--- config.mk ---
export PLATFORM = sky130hd
export DESIGN_NAME = fetch_unit
export DESIGN_NICKNAME = d
export VERILOG_FILES = /design/src/rtl/fetch_unit.sv
export SDC_FILE = /design/constraint.sdc
export NUM_CORES = 1
export LEC_CHECK = 0
export ABC_AREA = 1
export CAP_MARGIN = 40
export CORE_MARGIN = 4
export CORE_UTILIZATION = 45
export DETAILED_ROUTE_END_ITERATION = 8
export GPL_ROUTABILITY_DRIVEN = 0
export PLACE_DENSITY = 0.8
export SLEW_MARGIN = 20
export SYNTH_ARGS = -nofsm -noshare
export SYNTH_HDL_FRONTEND = slang
export SYNTH_SLANG_ARGS = --single-unit
export TNS_END_PERCENT = 20
--- constraint.sdc ---
create_clock -name clk -period 4.7 [get_ports clk]
set_input_delay 0.705 -clock clk [delete_from_list [all_inputs] [get_ports clk]]
set_output_delay 0.705 -clock clk [all_outputs]
set_load 0.02 [all_outputs]
--- src/rtl/fetch_unit.sv ---
// fetch_unit: instruction fetch stage of the Chronos RV32I pipeline.
// Issues in-order word fetches to instruction memory under a credit scheme
// (outstanding requests + buffered words never exceed BUF_DEPTH), keeps the
// PC of each live request in a small queue, pairs returned words with those
// PCs in a response buffer and presents one {pc, instr} per cycle. A redirect
// flushes everything and arms a drop counter that swallows the responses of
// requests that were still in flight.
module fetch_unit #(
    parameter logic [31:0] RESET_PC  = 32'h0000_0000,
    parameter int unsigned BUF_DEPTH = 2
) (
    input  logic        clk,
    input  logic        rst,
    output logic        imem_req,
    output logic [31:0] imem_addr,
    input  logic        imem_ready,
    input  logic        imem_rvalid,
    input  logic [31:0] imem_rdata,
    input  logic        redirect,
    input  logic [31:0] redirect_pc,
    input  logic        stall,
    output logic        out_valid,
    output logic [31:0] out_pc,
    output logic [31:0] out_instr
);

    localparam int unsigned PTR_W = (BUF_DEPTH > 1) ? $clog2(BUF_DEPTH) : 1;
    localparam int unsigned CNT_W = $clog2(BUF_DEPTH + 1);

    logic [31:0]      fetch_pc_q, fetch_pc_d;
    logic [CNT_W-1:0] outstanding_q, outstanding_d;
    logic [CNT_W-1:0] drop_cnt_q, drop_cnt_d;
    logic [CNT_W-1:0] buf_count_q, buf_count_d;
    logic [PTR_W-1:0] buf_rd_ptr_q, buf_rd_ptr_d;
    logic [PTR_W-1:0] buf_wr_ptr_q, buf_wr_ptr_d;
    logic [PTR_W-1:0] ifq_rd_ptr_q, ifq_rd_ptr_d;
    logic [PTR_W-1:0] ifq_wr_ptr_q, ifq_wr_ptr_d;

    // Storage: response buffer (pc + word) and in-flight PC queue.
    logic [31:0] buf_pc_q    [BUF_DEPTH];
    logic [31:0] buf_instr_q [BUF_DEPTH];
    logic [31:0] ifq_pc_q    [BUF_DEPTH];

    logic credit_ok;
    logic issue;
    logic resp;
    logic resp_keep;
    logic buf_push;
    logic buf_pop;
    logic buf_empty;
    logic unused_redirect_lsbs;

    // Low address bits of a redirect target are forced to zero.
    assign unused_redirect_lsbs = ^redirect_pc[1:0];

    // Request, handshake and output decode.
    always_comb begin
        buf_empty = (buf_count_q == '0);
        credit_ok = ({1'b0, outstanding_q} + {1'b0, buf_count_q}) < (CNT_W + 1)'(BUF_DEPTH);
        imem_req  = rst & ~redirect & credit_ok;
        imem_addr = fetch_pc_q;
        issue     = imem_req & imem_ready;
        // A response with nothing outstanding is a protocol violation: ignore it.
        resp      = imem_rvalid & (outstanding_q != '0);
        // Stale responses and a response landing in a redirect cycle are dropped.
        resp_keep = resp & (drop_cnt_q == '0) & ~redirect;
        buf_push  = resp_keep;
        out_valid = ~buf_empty & ~stall & ~redirect;
        buf_pop   = out_valid;
        out_pc    = buf_empty ? 32'h0 : buf_pc_q[buf_rd_ptr_q];
        out_instr = buf_empty ? 32'h0 : buf_instr_q[buf_rd_ptr_q];
    end

    // Next-state computation for PC, counters and queue pointers.
    always_comb begin
        fetch_pc_d    = fetch_pc_q;
        outstanding_d = outstanding_q + CNT_W'(issue) - CNT_W'(resp);
        drop_cnt_d    = drop_cnt_q;
        buf_count_d   = buf_count_q;
        buf_rd_ptr_d  = buf_rd_ptr_q;
        buf_wr_ptr_d  = buf_wr_ptr_q;
        ifq_rd_ptr_d  = ifq_rd_ptr_q;
        ifq_wr_ptr_d  = ifq_wr_ptr_q;
        if (redirect) begin
            // No issue in this cycle, so every request still outstanding
            // after this cycle's response is stale.
            fetch_pc_d   = {redirect_pc[31:2], 2'b00};
            drop_cnt_d   = outstanding_d;
            buf_count_d  = '0;
            buf_rd_ptr_d = '0;
            buf_wr_ptr_d = '0;
            ifq_rd_ptr_d = '0;
            ifq_wr_ptr_d = '0;
        end else begin
            if (issue) begin
                fetch_pc_d   = fetch_pc_q + 32'd4;
                ifq_wr_ptr_d = ifq_wr_ptr_q + PTR_W'(1);
            end
            if (resp && (drop_cnt_q != '0)) begin
                drop_cnt_d = drop_cnt_q - CNT_W'(1);
            end
            if (resp_keep) begin
                ifq_rd_ptr_d = ifq_rd_ptr_q + PTR_W'(1);
                buf_wr_ptr_d = buf_wr_ptr_q + PTR_W'(1);
            end
            if (buf_pop) begin
                buf_rd_ptr_d = buf_rd_ptr_q + PTR_W'(1);
            end
            buf_count_d = buf_count_q + CNT_W'(buf_push) - CNT_W'(buf_pop);
        end
    end

    // Control state registers with asynchronous active-low reset.
    always_ff @(posedge clk or negedge rst) begin
        if (!rst) begin
            fetch_pc_q    <= RESET_PC;
            outstanding_q <= '0;
            drop_cnt_q    <= '0;
            buf_count_q   <= '0;
            buf_rd_ptr_q  <= '0;
            buf_wr_ptr_q  <= '0;
            ifq_rd_ptr_q  <= '0;
            ifq_wr_ptr_q  <= '0;
        end else begin
            fetch_pc_q    <= fetch_pc_d;
            outstanding_q <= outstanding_d;
            drop_cnt_q    <= drop_cnt_d;
            buf_count_q   <= buf_count_d;
            buf_rd_ptr_q  <= buf_rd_ptr_d;
            buf_wr_ptr_q  <= buf_wr_ptr_d;
            ifq_rd_ptr_q  <= ifq_rd_ptr_d;
            ifq_wr_ptr_q  <= ifq_wr_ptr_d;
        end
    end

    // Per-entry storage; contents are only meaningful while the entry is live.
    for (genvar gi = 0; gi < BUF_DEPTH; gi++) begin : g_entry
        // Capture the issued PC into its in-flight slot.
        always_ff @(posedge clk) begin
            if (issue && (ifq_wr_ptr_q == PTR_W'(gi))) begin
                ifq_pc_q[gi] <= fetch_pc_q;
            end
        end

        // Pair a kept response with the oldest live in-flight PC.
        always_ff @(posedge clk) begin
            if (buf_push && (buf_wr_ptr_q == PTR_W'(gi))) begin
                buf_pc_q[gi]    <= ifq_pc_q[ifq_rd_ptr_q];
                buf_instr_q[gi] <= imem_rdata;
            end
        end
    end

endmodule

Word-level counts from Yosys, hierarchy flattened
Memory sizes are Yosys's and may differ from the RTL's.
Index checks and enable logic that the tools add are counted.
Widths: inputs -> output; s select.

cells by class
  bitwise logic cells = 13
  add/sub/neg operators = 11
  magnitude comparators = 1
  reductions and logical operators = 16
  muxes and demuxes = 32

operator list
  kind                   number
  $mux 32                7
  $reduce_or 32->1       3
  $add 32x3->32 const B  1
  $mux 1                 22
  $reduce_bool 2->1      6
  $and 1x1->1            8
  $mux 2                 3
  $logic_and 1x1->1      5
  $not 1->1              5
  $add 1x1->1 const B    4
  $add 2x1->2            2
  $logic_not 2->1        2
  $sub 2x1->2            2
  $add 2x2->3            1
  $lt 3x2->1 const B     1
  $sub 2x1->2 const B    1

word-level totals
  flip-flop bits (word level) = 42
  memory bits (writable) = 192
  logic and storage cells = 84
  memories = 3
  output and inout bits = 98

memories
  memory       depth  width  rd ports  clocked after memory_dff  write ports  line  text
  buf_instr_q  2      32     1         0                         1            41    logic [31:0] buf_instr_q [BUF_DEPTH];
  buf_pc_q     2      32     1         0                         1            40    logic [31:0] buf_pc_q [BUF_DEPTH];
  ifq_pc_q     2      32     1         0                         1            42    logic [31:0] ifq_pc_q [BUF_DEPTH];

Depth between registers and ports, before layout
  word-level depth = 9
  mapped depth = 12
  mapped depth without buffers = 12

Least setup slack after synthesis
OpenSTA, ideal clock, no wires.

  kind = input to register
  start point = input port redirect
  end point = memory buf_instr_q[0][0], enable pin
  cell stages on the path = 5
  path buffers = 2
  path slack = 424 ps
  data required time = 4217 ps
  data arrival time = 3793 ps
  setup time = 483 ps
  path through = buf_6 inv_4 buf_4 nand3_1 nor2_1

on the way
  longest elaborated chain between the ends = 7
  elaborated cells between the ends (all ways) = 11
  those cells by class = 6 x mux; 2 x bitwise; 3 x reduce/logical

RTL lines
  item                          line  text
  from (decl)                   19    input logic redirect,
  $not 1->1 *                   66    resp_keep = resp & (drop_cnt_q == '0) & ~redirect;
  $and 1x1->1 *                 66
  $logic_and 1x1->1             147   if (buf_push && (buf_wr_ptr_q == PTR_W'(gi))) begin
  $mux 1                        147
  $mux 1 (implied by the code)  149   buf_instr_q[gi] <= imem_rdata;
  $reduce_or 32->1 (no line)    n/a
  $mux 1 (no line)              n/a
  to (decl)                     41

Every way passes the cells marked *; elsewhere a longest branch is shown, timed or not.

Final worst setup path
  start point = register buf_rd_ptr_q
  end point = output port out_pc[18]

on the way
  longest elaborated chain between the ends = 2

RTL lines
  item                    line  text
  from (decl)             34    logic [PTR_W-1:0] buf_rd_ptr_q, buf_rd_ptr_d;
  from (signal assigned)  129   buf_rd_ptr_q <= buf_rd_ptr_d;
  $mem_v2 2x32            n/a
  $mux 32                 70    out_pc = buf_empty ? 32'h0 : buf_pc_q[buf_rd_ptr_q];
  to (decl)               23    output logic [31:0] out_pc,

Every way passes these cells.

==> summary.txt <==
Clocking
  – Clk buf depth: 3
  – Resized cells post-CTS: 0
  – H-tree Lvls: 1
  – Worst-skew pair later-pin latency: 0.51 ns
  – Hold buffer count at cts: 0
  – Setup bufs post-CTS: 0
  – Root Buffer: clkbuf_16
  – CTS buffer count: 23
  – Clock transition at path regs: 0.06 ns
  – CTS tree: done
  – Clock sinks: between 200 and 250

Drt
  – Routed wire per std cell: about 16 µm
  – Router iterations before antenna repair: 5
  – DR vias: about 6600
  – Vias per cell: approximately 5.1
  – ANT nets after route: 0
  – Iteration-0 DRC Markers: 387
  – DRC violation count after routing: 0
  – Total wire length: roughly 21000 µm

STA
  – Final hold violations: 0
  – Setup violators final: 0
  – Maximum clock rate: about 310 MHz
  – Pins Over Slew Limit: 0
  – Clk_skew: around 0.016 ns
  – Worst-Margin Slew: a little over 0.7 ns
  – Slew HR: around 52%
  – Unrepaired setup endpoints after global routing: false
  – Setup tns final: 0 ns
  – Fin crit share: 69.7%
  – Final min period: roughly 3.3 ns

Synth
  – #FFs+latches synth: 224
  – Post-Syn Instances: 844
  – Unique masters post-synth: 35
  – Mean Syn Cell Area: 11.4 µm²
  – Synth warn: 0
  – Post-Syn Area: around 9600 µm²
  – Sequential share of the synthesized area: about two thirds

Pwr
  – Maximum vdd drop: ~0.00022 V
  – Pwr Density: around 460 nW/µm²
  – P_leak: approximately 4.5 nW

Flow run
  – Maxcap violations: 0

Outcome
  – Outcome: completed

Setup path
  – CP Capture Type: output port
  – Worst EP arrival: approximately 2.6 ns
  – CP startpoint kind: flip-flop
  – FF-to-FF Start: buf_count_q[0]
  – WS Path Type: flip-flop to output port
  – R2R Path End: drop_cnt_q[1]
  – R2R cell count: 12
  – Reg-to-reg slack, setup: between 2 and 2.5 ns
  – Required @ worst endpoint: around 4 ns
  – Critical path peak fanout: 36

Global routing
  – GRT Resource Usage Total: between 10% and 20%
  – Initial antenna violation count: 0
  – Global-route wire length before repair: approximately 34000 µm
  – Vias in the first global route: roughly 6400
  – Largest net degree at the start of global routing: between 60 and 70
  – GRT Residual Overflow: 0

Placement
  – Number of port buffers: 161
  – Placed cell area: between 10000 and 15000 µm²
  – Hpwl dp: about 14000 µm

Floorplan
  – Die height: 154 µm
  – Core Rows: 53
  – Die area: roughly 24000 µm²
  – Initial core utilization: 45.8%
  – Boundary pin count: roughly 170
  – Core area: 21000 µm²
  – Die X: roughly 150 µm

Finish
  – Final instance area: approximately 12000 µm²
  – Share of cells above drive strength 1: between 10% and 20%
  – Final nets: 1087
  – Most frequent cells in the layout: nand2_1 (261), edfxtp_1 (184), clkdlybuf4s50_1 (160)
  – Antenna diode count: 0
  – Area Growth Syn to Fin: 28.2%
  – Most common cell after layout, fill and taps aside: nand2_1

Hold path
  – HP Class: primary input to asynchronous set/reset pin
report_power, final:
group	internal, W	total (W)	switching [W]
Sequential	0.00237	0.00251	0.000134
Clock	0.00113	0.00185	0.000724
Combinational	0.000556	0.00134	0.000787
metal layers:
layer,up-vias,track usage (%),wire (µm)
met2,213,28.2,10000
met3,38,2.88,1290
met5,-,0,0
li1,3194,-,-
met1,3138,23.7,9200
met4,0,5.09,589
Yosys cell counts:
library cell | instances | area, µm²
o21bai_1 | 8 | 60.1
edfxtp_1 | 184 | 5530
inv_2 | 4 | 15.0
nor2_2 | 6 | 37.5
mux2_1 | 1 | 11.3
nand3_1 | 54 | 270
buf_4 | 7 | 52.6
o211ai_1 | 4 | 30.0
conb_1 | 1 | 3.75
a21oi_1 | 64 | 320
buf_6 | 3 | 33.8
xor2_1 | 2 | 17.5
o21ai_0 | 17 | 85.1
and2_1 | 1 | 6.26
nor2_1 | 40 | 150
or2_2 | 1 | 6.26
fa_1 | 1 | 20.0
inv_4 | 2 | 12.5
nand2_1 | 261 | 980
ha_1 | 6 | 75.1
nor3_1 | 2 | 10.0
mux2_2 | 29 | 327
nor2_4 | 8 | 90.1
buf_1 | 1 | 3.75
nand2_4 | 3 | 33.8
nand4_1 | 3 | 18.8
nand2_2 | 5 | 31.3
dfrtp_1 | 40 | 1000
nor3_2 | 1 | 10.0
inv_1 | 50 | 188
xnor2_1 | 7 | 61.3
clkbuf_1 | 20 | 75.1
nand4_4 | 1 | 21.3
buf_2 | 5 | 25.0
o21ai_1 | 2 | 10.0
worst max-delay path by stage:
stage,slack (ns),cells after the start,to,start
6_report,1.43,5,out_pc[18],buf_rd_ptr_q
5_1_grt,1.21,5,out_pc[18],buf_rd_ptr_q
4_1_cts,1.36,5,out_pc[18],buf_rd_ptr_q
3_5_place_dp,1.70,5,buf_instr_q[1][9],redirect
3_3_place_gp,1.67,4,out_instr[10],buf_count_q[1]
2_1_floorplan,0.42,5,buf_instr_q[0][0],redirect
through the flow:
step / hold WS, ns / power, W / cells / utilization, % / setup WS [ns]
2_1_floorplan: 0.409 / 0.00330 / 847 / - / 0.424
3_3_place_gp: 0.544 / 0.00383 / 1257 / 54.7 / 1.67
3_5_place_dp: 0.551 / 0.00390 / 1259 / 54.9 / 1.70
4_1_cts: 0.0441 / 0.00576 / 1301 / 58.6 / 1.36
5_1_grt: 0.0600 / 0.00596 / 1302 / 58.7 / 1.21
6_report: 0.0556 / 0.00570 / 1302 / 58.7 / 1.43
final cells by class:
cell class	count	area, µm²
timing repair buffer	174	1750
tap	275	344
inverter	56	215
clock buffer	30	602
multi-input combinational	531	2730
sequential	224	6530
fill	1675	8690
clock inverter	12	168
sequential cells by signal (all words and copies together), names as in the netlist, 2 cells and up:
register       flops
buf_count_q        2
ifq_pc_q          60
buf_pc_q          60
imem_addr         30
drop_cnt_q         2
outstanding_q      2
buf_instr_q       64
cells by family after synthesis:
family                   after synthesis  share of synthesized area (%)
AO/OA/AOI/OAI                         95                           5.26
XOR/XNOR                               9                          0.820
adder cells (fa/ha/maj)                7                          0.989
buffers and inverters                 92                           4.21
flip-flops                           224                           67.9
multiplexers                          30                           3.51
other                                  1                         0.0390
AND/OR/NAND/NOR                      386                           17.3
worst max-delay path, stage by stage (launching register included):
cell and delay [ns]:
dfrtp_2 0.40, inv_2 0.41, buf_12 0.27, nand2_1 0.07, a21oi_1 0.23, clkdlybuf4s50_1 0.67
(Power assumes the default switching activity.)
